<file path="src/rtl/matrix_rx_parser_if.sv">
// Byte-stream input and element/matrix/error outputs of the matrix receive parser.
// master drives the UART bytes; slave is the parser.
interface matrix_rx_parser_if #(
    parameter int DATA_W = 8,
    parameter int SLOT_W = 3
);
    logic [7:0]        rx_data;
    logic              rx_done;
    logic              elem_we;
    logic [SLOT_W-1:0] elem_slot;
    logic [3:0]        elem_row;
    logic [3:0]        elem_col;
    logic [DATA_W-1:0] elem_data;
    logic              elem_sat;
    logic              mat_done;
    logic [SLOT_W-1:0] mat_slot;
    logic [3:0]        mat_rows;
    logic [3:0]        mat_cols;
    logic              err_pulse;
    logic [1:0]        err_code;
    logic              busy;

    modport master (
        output rx_data, rx_done,
        input  elem_we, elem_slot, elem_row, elem_col, elem_data, elem_sat,
        input  mat_done, mat_slot, mat_rows, mat_cols, err_pulse, err_code, busy
    );

    modport slave (
        input  rx_data, rx_done,
        output elem_we, elem_slot, elem_row, elem_col, elem_data, elem_sat,
        output mat_done, mat_slot, mat_rows, mat_cols, err_pulse, err_code, busy
    );
endinterface

</file>
<file path="src/rtl/matrix_rx_parser.sv">
// Parses "rows cols e0 .. eN" decimal tokens from a UART byte stream into slotted matrix storage.
// Define RX_TIMEOUT_EN to add the inter-byte timeout (err_code 3).
//
// state  | meaning
// S_IDLE | waiting for the rows token
// S_COLS | rows latched, waiting for the cols token
// S_ELEM | streaming elements in row-major order
module matrix_rx_parser #(
    parameter int MAX_DIM     = 5,
    parameter int DATA_W      = 8,
    parameter int NUM_SLOTS   = 8,
    parameter int SLOT_W      = 3,
    parameter int TIMEOUT_CYC = 50_000_000
) (
    input  logic clk,
    input  logic rst_n,
    matrix_rx_parser_if.slave bus
);
    localparam logic [DATA_W-1:0] SAT_VAL   = '1;
    localparam logic [DATA_W-1:0] DIM_MAX   = DATA_W'(MAX_DIM);
    localparam logic [SLOT_W-1:0] SLOT_LAST = SLOT_W'(NUM_SLOTS - 1);

    if (MAX_DIM < 1 || MAX_DIM > 15) begin : g_bad_max_dim
        $error("MAX_DIM must be 1..15");
    end
    if ((1 << SLOT_W) < NUM_SLOTS || NUM_SLOTS < 1) begin : g_bad_slot_w
        $error("SLOT_W too narrow for NUM_SLOTS");
    end
    if (DATA_W < 4) begin : g_bad_data_w
        $error("DATA_W must hold a dimension");
    end
    if (TIMEOUT_CYC < 1) begin : g_bad_timeout
        $error("TIMEOUT_CYC must be positive");
    end

    typedef enum logic [1:0] {S_IDLE, S_COLS, S_ELEM} state_t;

    state_t            state;
    logic [DATA_W-1:0] acc;
    logic              have_digit;
    logic              sat;
    logic [3:0]        rows_q;
    logic [3:0]        cols_q;
    logic [3:0]        row;
    logic [3:0]        col;
    logic [SLOT_W-1:0] slot;

    logic              is_digit;
    logic              is_sep;
    logic              acc_clamp;
    logic              dim_ok;
    logic              last_col;
    logic              last_row;
    logic [DATA_W+3:0] acc_wide;

    always_comb begin
        is_digit  = (bus.rx_data >= 8'h30) && (bus.rx_data <= 8'h39);
        case (bus.rx_data)
            8'h20, 8'h2C, 8'h0D, 8'h0A, 8'h09: is_sep = 1'b1;
            default:                           is_sep = 1'b0;
        endcase
        // acc*10 + d in DATA_W+4 bits cannot wrap, so the clamp compare is exact
        acc_wide  = ({4'b0000, acc} << 3) + ({4'b0000, acc} << 1)
                  + {{DATA_W{1'b0}}, bus.rx_data[3:0]};
        acc_clamp = acc_wide > {4'b0000, SAT_VAL};
        dim_ok    = (acc != '0) && (acc <= DIM_MAX);
        last_col  = (col == cols_q - 4'd1);
        last_row  = (row == rows_q - 4'd1);
    end

`ifdef RX_TIMEOUT_EN
    localparam int             TMO_W    = $clog2(TIMEOUT_CYC + 1);
    localparam logic [TMO_W-1:0] TMO_LOAD = TMO_W'(TIMEOUT_CYC - 1);

    logic [TMO_W-1:0] tmo_cnt;
    logic             tmo_hit;

    always_ff @(posedge clk) begin
        if (!rst_n) begin
            tmo_cnt <= TMO_LOAD;
        end else if (bus.rx_done) begin
            tmo_cnt <= TMO_LOAD;
        end else if (bus.busy && tmo_cnt != '0) begin
            tmo_cnt <= tmo_cnt - TMO_W'(1);
        end
    end

    assign tmo_hit = bus.busy && !bus.rx_done && (tmo_cnt == '0);
`else
    logic tmo_hit;
    assign tmo_hit = 1'b0;
`endif

    always_ff @(posedge clk) begin
        if (!rst_n) begin
            state         <= S_IDLE;
            acc           <= '0;
            have_digit    <= 1'b0;
            sat           <= 1'b0;
            rows_q        <= '0;
            cols_q        <= '0;
            row           <= '0;
            col           <= '0;
            slot          <= '0;
            bus.elem_we   <= 1'b0;
            bus.elem_slot <= '0;
            bus.elem_row  <= '0;
            bus.elem_col  <= '0;
            bus.elem_data <= '0;
            bus.elem_sat  <= 1'b0;
            bus.mat_done  <= 1'b0;
            bus.mat_slot  <= '0;
            bus.mat_rows  <= '0;
            bus.mat_cols  <= '0;
            bus.err_pulse <= 1'b0;
            bus.err_code  <= '0;
            bus.busy      <= 1'b0;
        end else begin
            bus.elem_we   <= 1'b0;
            bus.mat_done  <= 1'b0;
            bus.err_pulse <= 1'b0;

            if (bus.rx_done && !is_digit && !is_sep) begin
                bus.err_pulse <= 1'b1;
                bus.err_code  <= 2'd1;
                bus.busy      <= 1'b0;
                state         <= S_IDLE;
                acc           <= '0;
                have_digit    <= 1'b0;
                sat           <= 1'b0;
            end else if (bus.rx_done && is_digit) begin
                acc        <= acc_clamp ? SAT_VAL : acc_wide[DATA_W-1:0];
                have_digit <= 1'b1;
                if (acc_clamp) begin
                    sat <= 1'b1;
                end
                if (state == S_IDLE) begin
                    bus.busy <= 1'b1;
                end
            end else if (bus.rx_done && is_sep && have_digit) begin
                acc        <= '0;
                have_digit <= 1'b0;
                sat        <= 1'b0;
                case (state)
                    S_IDLE: begin
                        if (dim_ok) begin
                            rows_q <= acc[3:0];
                            state  <= S_COLS;
                        end else begin
                            bus.err_pulse <= 1'b1;
                            bus.err_code  <= 2'd2;
                            bus.busy      <= 1'b0;
                        end
                    end
                    S_COLS: begin
                        if (dim_ok) begin
                            cols_q <= acc[3:0];
                            row    <= '0;
                            col    <= '0;
                            state  <= S_ELEM;
                        end else begin
                            bus.err_pulse <= 1'b1;
                            bus.err_code  <= 2'd2;
                            bus.busy      <= 1'b0;
                            state         <= S_IDLE;
                        end
                    end
                    S_ELEM: begin
                        bus.elem_we   <= 1'b1;
                        bus.elem_slot <= slot;
                        bus.elem_row  <= row;
                        bus.elem_col  <= col;
                        bus.elem_data <= acc;
                        bus.elem_sat  <= sat;
                        if (last_col) begin
                            col <= '0;
                            row <= row + 4'd1;
                        end else begin
                            col <= col + 4'd1;
                        end
                        if (last_col && last_row) begin
                            bus.mat_done <= 1'b1;
                            bus.mat_slot <= slot;
                            bus.mat_rows <= rows_q;
                            bus.mat_cols <= cols_q;
                            bus.busy     <= 1'b0;
                            slot         <= (slot == SLOT_LAST) ? '0 : slot + SLOT_W'(1);
                            state        <= S_IDLE;
                        end
                    end
                    default: state <= S_IDLE;
                endcase
            end else if (tmo_hit) begin
                bus.err_pulse <= 1'b1;
                bus.err_code  <= 2'd3;
                bus.busy      <= 1'b0;
                state         <= S_IDLE;
                acc           <= '0;
                have_digit    <= 1'b0;
                sat           <= 1'b0;
            end
        end
    end
endmodule
</file>
<file path="src/flat_wrapper.sv">
// flat-port wrapper written by rule: the top's interface ports become plain ports
module matrix_rx_parser_flat 
#(
    parameter int MAX_DIM     = 5,
    parameter int DATA_W      = 8,
    parameter int NUM_SLOTS   = 8,
    parameter int SLOT_W      = 3,
    parameter int TIMEOUT_CYC = 50_000_000
)
  (clk, rst_n, bus_rx_data, bus_rx_done, bus_elem_we, bus_elem_slot, bus_elem_row, bus_elem_col, bus_elem_data, bus_elem_sat, bus_mat_done, bus_mat_slot, bus_mat_rows, bus_mat_cols, bus_err_pulse, bus_err_code, bus_busy);
  matrix_rx_parser_if #(.DATA_W(DATA_W), .SLOT_W(SLOT_W)) bus_i ();
  input  logic clk;
  input  logic rst_n;
  input wire logic [$bits(bus_i.rx_data)-1:0] bus_rx_data;
  input wire logic [$bits(bus_i.rx_done)-1:0] bus_rx_done;
  output wire logic [$bits(bus_i.elem_we)-1:0] bus_elem_we;
  output wire logic [$bits(bus_i.elem_slot)-1:0] bus_elem_slot;
  output wire logic [$bits(bus_i.elem_row)-1:0] bus_elem_row;
  output wire logic [$bits(bus_i.elem_col)-1:0] bus_elem_col;
  output wire logic [$bits(bus_i.elem_data)-1:0] bus_elem_data;
  output wire logic [$bits(bus_i.elem_sat)-1:0] bus_elem_sat;
  output wire logic [$bits(bus_i.mat_done)-1:0] bus_mat_done;
  output wire logic [$bits(bus_i.mat_slot)-1:0] bus_mat_slot;
  output wire logic [$bits(bus_i.mat_rows)-1:0] bus_mat_rows;
  output wire logic [$bits(bus_i.mat_cols)-1:0] bus_mat_cols;
  output wire logic [$bits(bus_i.err_pulse)-1:0] bus_err_pulse;
  output wire logic [$bits(bus_i.err_code)-1:0] bus_err_code;
  output wire logic [$bits(bus_i.busy)-1:0] bus_busy;
  assign bus_i.rx_data = bus_rx_data;
  assign bus_i.rx_done = bus_rx_done;
  assign bus_elem_we = bus_i.elem_we;
  assign bus_elem_slot = bus_i.elem_slot;
  assign bus_elem_row = bus_i.elem_row;
  assign bus_elem_col = bus_i.elem_col;
  assign bus_elem_data = bus_i.elem_data;
  assign bus_elem_sat = bus_i.elem_sat;
  assign bus_mat_done = bus_i.mat_done;
  assign bus_mat_slot = bus_i.mat_slot;
  assign bus_mat_rows = bus_i.mat_rows;
  assign bus_mat_cols = bus_i.mat_cols;
  assign bus_err_pulse = bus_i.err_pulse;
  assign bus_err_code = bus_i.err_code;
  assign bus_busy = bus_i.busy;
  matrix_rx_parser #(.MAX_DIM(MAX_DIM), .DATA_W(DATA_W), .NUM_SLOTS(NUM_SLOTS), .SLOT_W(SLOT_W), .TIMEOUT_CYC(TIMEOUT_CYC)) u_core (.clk(clk), .rst_n(rst_n), .bus(bus_i));
endmodule
</file>
<file path="config.mk">
export PLATFORM = sky130hd
export DESIGN_NAME = matrix_rx_parser_flat
export DESIGN_NICKNAME = d
export VERILOG_FILES = /design/src/rtl/matrix_rx_parser_if.sv /design/src/rtl/matrix_rx_parser.sv /design/src/flat_wrapper.sv
export SDC_FILE = /design/constraint.sdc
export NUM_CORES = 1
export LEC_CHECK = 0
export CAP_MARGIN = 20
export CORE_UTILIZATION = 38
export CTS_CLUSTER_DIAMETER = 100
export DETAILED_ROUTE_END_ITERATION = 7
export PLACE_DENSITY = 0.69
export SETUP_SLACK_MARGIN = 0.15
export SLEW_MARGIN = 0
export SYNTH_ARGS = -nofsm -noshare
export SYNTH_HDL_FRONTEND = slang
export SYNTH_SLANG_ARGS = --single-unit
export TNS_END_PERCENT = 1
</file>
<file path="constraint.sdc">
create_clock -name clk -period 6.4 [get_ports clk]
set_clock_uncertainty 0.1 [all_clocks]
set_input_delay 1.28 -clock clk [delete_from_list [all_inputs] [get_ports clk]]
set_output_delay 1.28 -clock clk [all_outputs]
set_load 0.01 [all_outputs]
</file>
==> flow_summary_export.csv <==
group,metric,value,unit
die,die_height,97.50,microns
cells_and_area,reg_top3,"u_core.acc (8), u_core.bus.elem_data (8)",
critical_path,crit_family,"compound AO/OA/AOI/OAI gates",
die,start_util,0.3955,
cells_and_area,layout.cells.non_filler,538,
logic_synthesis,syn_area_per_cell,9.145,sq um
job,maxCapViolCount,0,
routing,drcViolationCount,0,
critical_path,critPathKind,"input port to flip-flop",
cells_and_area,mostFrequentLayoutCells,"dfxtp_1 (68), nand2_1 (58), clkdlybuf4s50_1 (47), a21boi_0 (26), ha_1 (26)",
critical_path,crit_arrival,4240,ps
critical_path,path_cells,"clkdlybuf4s50_1 -> fa_1 -> fa_1 -> a21o_1 -> a221oi_1 -> mux2i_1 -> nor3_1 -> o21ai_1 -> o31a_1",
critical_path,worstPathMaxFanout,9,
grt,grt_overflow,0,
sta,finalCritPeriodShare,0.6397,
cells_and_area,area_delta_synth_final,23.43,%
logic_synthesis,yosysTopAreaCellShare,0.3928,
logic_synthesis,yosysSeqAreaShare,0.3928,
worst_hold_path,hold_path_class,"flip-flop to flip-flop",
logic_synthesis,yosys.area.top_type,"dfxtp_1",
die,core,8763,sq um
logic_synthesis,synth_edf_count,0,
grt,grt_pass1_wl,13.17,mm
placement,globalplace.congestion,0.7764,
grt,antenna_found_initial,0,
outcome,outcome,"finished, final reports clean",
routing,routedWlPerCell,14.18,microns
grt,grt_max_degree,57,
cells_and_area,fillers,821,
cts,numCtsBuffers,9,
cells_and_area,fin_nets,464,
sta,rsz0062_at_grt,"no",
cts,cts-root-buf,"clkbuf_8",
critical_path,cp_slowest_cell,"fa_1",
critical_path,crit_top_cell,"fa_1",
routing,vias_per_cell,5.173,
cells_and_area,multi_input_area,2009,sq um
critical_path,critPathCaptureType,"flip-flop",
sta,finalMaxSlewViolations,0,
cts,clk_path_buf_depth,2,
die,dieArea,9506,sq um
cells_and_area,mostFrequentLayoutCell,"dfxtp_1",
pwr,ir_drop,0.0001212,V
pwr,p_leak,1.798,nW
logic_synthesis,ys_async_sr_fraction,0,
cts,cts_setup_buffers,0,
die,num_rows,34,
grt,grt_pass1_vias,2727,
placement,numPortBuffers,47,
routing,totalWireLength,7.629,mm
cts,clk_pin_slew,80,ps
sta,final.min_clock_period,4094,ps
logic_synthesis,synthDistinctLibCells,47,
cells_and_area,seq_area,1361,sq um
critical_path,slowest_delay,560,ps
die,die_w,97.50,microns
sta,slew_headroom,0.4756,
logic_synthesis,ys.flop_type,"dfxtp_1",
logic_synthesis,yosysWarnings,0,
placement,place_inst,522,
sta,worst_pin_slew,781.3,ps
logic_synthesis,synth_top_cells_by_area,"dfxtp_1 (39%), ha_1 (9.4%), nand2_1 (6.3%)",
sta,max_freq,0.2443,GHz
cts,worstSkewPairLatency,350,ps
logic_synthesis,syn-cell-area,3466,sq um
grt,grt.total_usage,0.1705,
cts,cts_tree,"done",
routing,dr_total_vias,2783,
sta,finalHoldViolCount,0,
critical_path,path_buf_inv,1,
cts,cts.sinks,68,
sta,setup_viol,0,
cts,h-tree-depth,3,
placement,dpl.hpwl,5.380,mm
cells_and_area,antennaDiodeCount,0,
routing,drtIter0Drc,157,
critical_path,crit_required,6550,ps
cts,ctsResizeCount,0,
cells_and_area,drive_gt1_frac,0.06279,
routing,drtAntennaViolNets,0,
cts,cts_hold_buf,0,
pwr,powerDensity,208.8,nW/um^2
logic_synthesis,synth_fp_nets,418,
die,io_pins,48,
routing,dr.pass1.iters,4,
logic_synthesis,netlist_instances,379,
sta,fin_tns_setup,0,ps
logic_synthesis,synth_seq_cells,68,
critical_path,crit_path_start_kind,"input port",
-- synthesized netlist by cell type (5+ instances only) --
cell,number
inv_1,8
o21ai_0,7
nor2b_1,19
and3_1,5
nand2_1,58
clkbuf_1,13
ha_1,26
xnor2_1,5
nand3_1,16
o31a_1,5
a21o_1,5
nor3_1,7
a21boi_0,26
dfxtp_1,68
nor2_1,22
mux2i_1,16
a21oi_1,14
xor2_1,11
-- metal layers --
metal  GRT usage  wire length [microns]
met5           0                      0
met4     0.04751                     79
met3     0.04964                    381
met2      0.2641                   3458
met1      0.2304                   3709
-- path summary, 6_finish.rpt --
check,startpoint,endpoint,slack (ps),cells past startpoint
worst max-delay path,bus_rx_data[3],u_core.acc[7]$_SDFFE_PP0P_,2310,9
worst min-delay path,u_core.bus.elem_data[6]$_SDFFE_PN0P_,u_core.bus.elem_data[6]$_SDFFE_PN0P_,360,2
worst max register to register,u_core.acc[0]$_SDFFE_PP0P_,u_core.acc[7]$_SDFFE_PP0P_,3210,8
worst min register to register,u_core.bus.elem_data[6]$_SDFFE_PN0P_,u_core.bus.elem_data[6]$_SDFFE_PN0P_,360,2
-- per-stage QoR --
step	worst slack (ps)	area [sq um]	power (mW)	hold WS (ps)	util
final	2306	4278	0.8931	361.9	0.4882
after global routing	2162	4278	0.9232	387.3	0.4882
after CTS	2330	4278	0.9034	365.5	0.4882
after detailed placement	1947	4029	0.4664	356.1	0.4597
after global placement	2052	4029	0.4658	347.7	0.4597
after floorplan	2738	3466	0.4524	340.6	-
-- cell type report --
| cell class | instances | share of cell area |
|---|---|---|
| tap | 108 | 0.03159 |
| multi-input combinational | 288 | 0.4697 |
| inverter | 8 | 0.007020 |
| clock inverter | 6 | 0.02603 |
| sequential | 68 | 0.3182 |
| timing repair buffer | 50 | 0.1152 |
| clock buffer | 10 | 0.03217 |
-- power breakdown --
group	switching [mW]	internal, mW
sequential	0.000969	0.424
combinational	0.0162	0.0154
clock	0.167	0.269
-- worst min-delay path: cells and delay by family (launching register included) --
family / cells / cell delay [ps]
compound gates: 1 / 60
flops: 1 / 310
simple gates: 1 / 50
-- logic make-up (layout without fill, tap and decap cells) --
family / count (synthesis) / count (layout) / synth area share
adder cells (fa/ha/maj): 28 / 28 / 0.1054
XOR/XNOR: 18 / 18 / 0.05343
multiplexers: 16 / 16 / 0.04621
AO/OA/AOI/OAI: 78 / 78 / 0.1632
AND/OR/NAND/NOR: 148 / 148 / 0.2116
flip-flops: 68 / 68 / 0.3928
buffers and inverters: 23 / 74 / 0.02744
No activity file was read; power rests on OpenSTA's default activity.
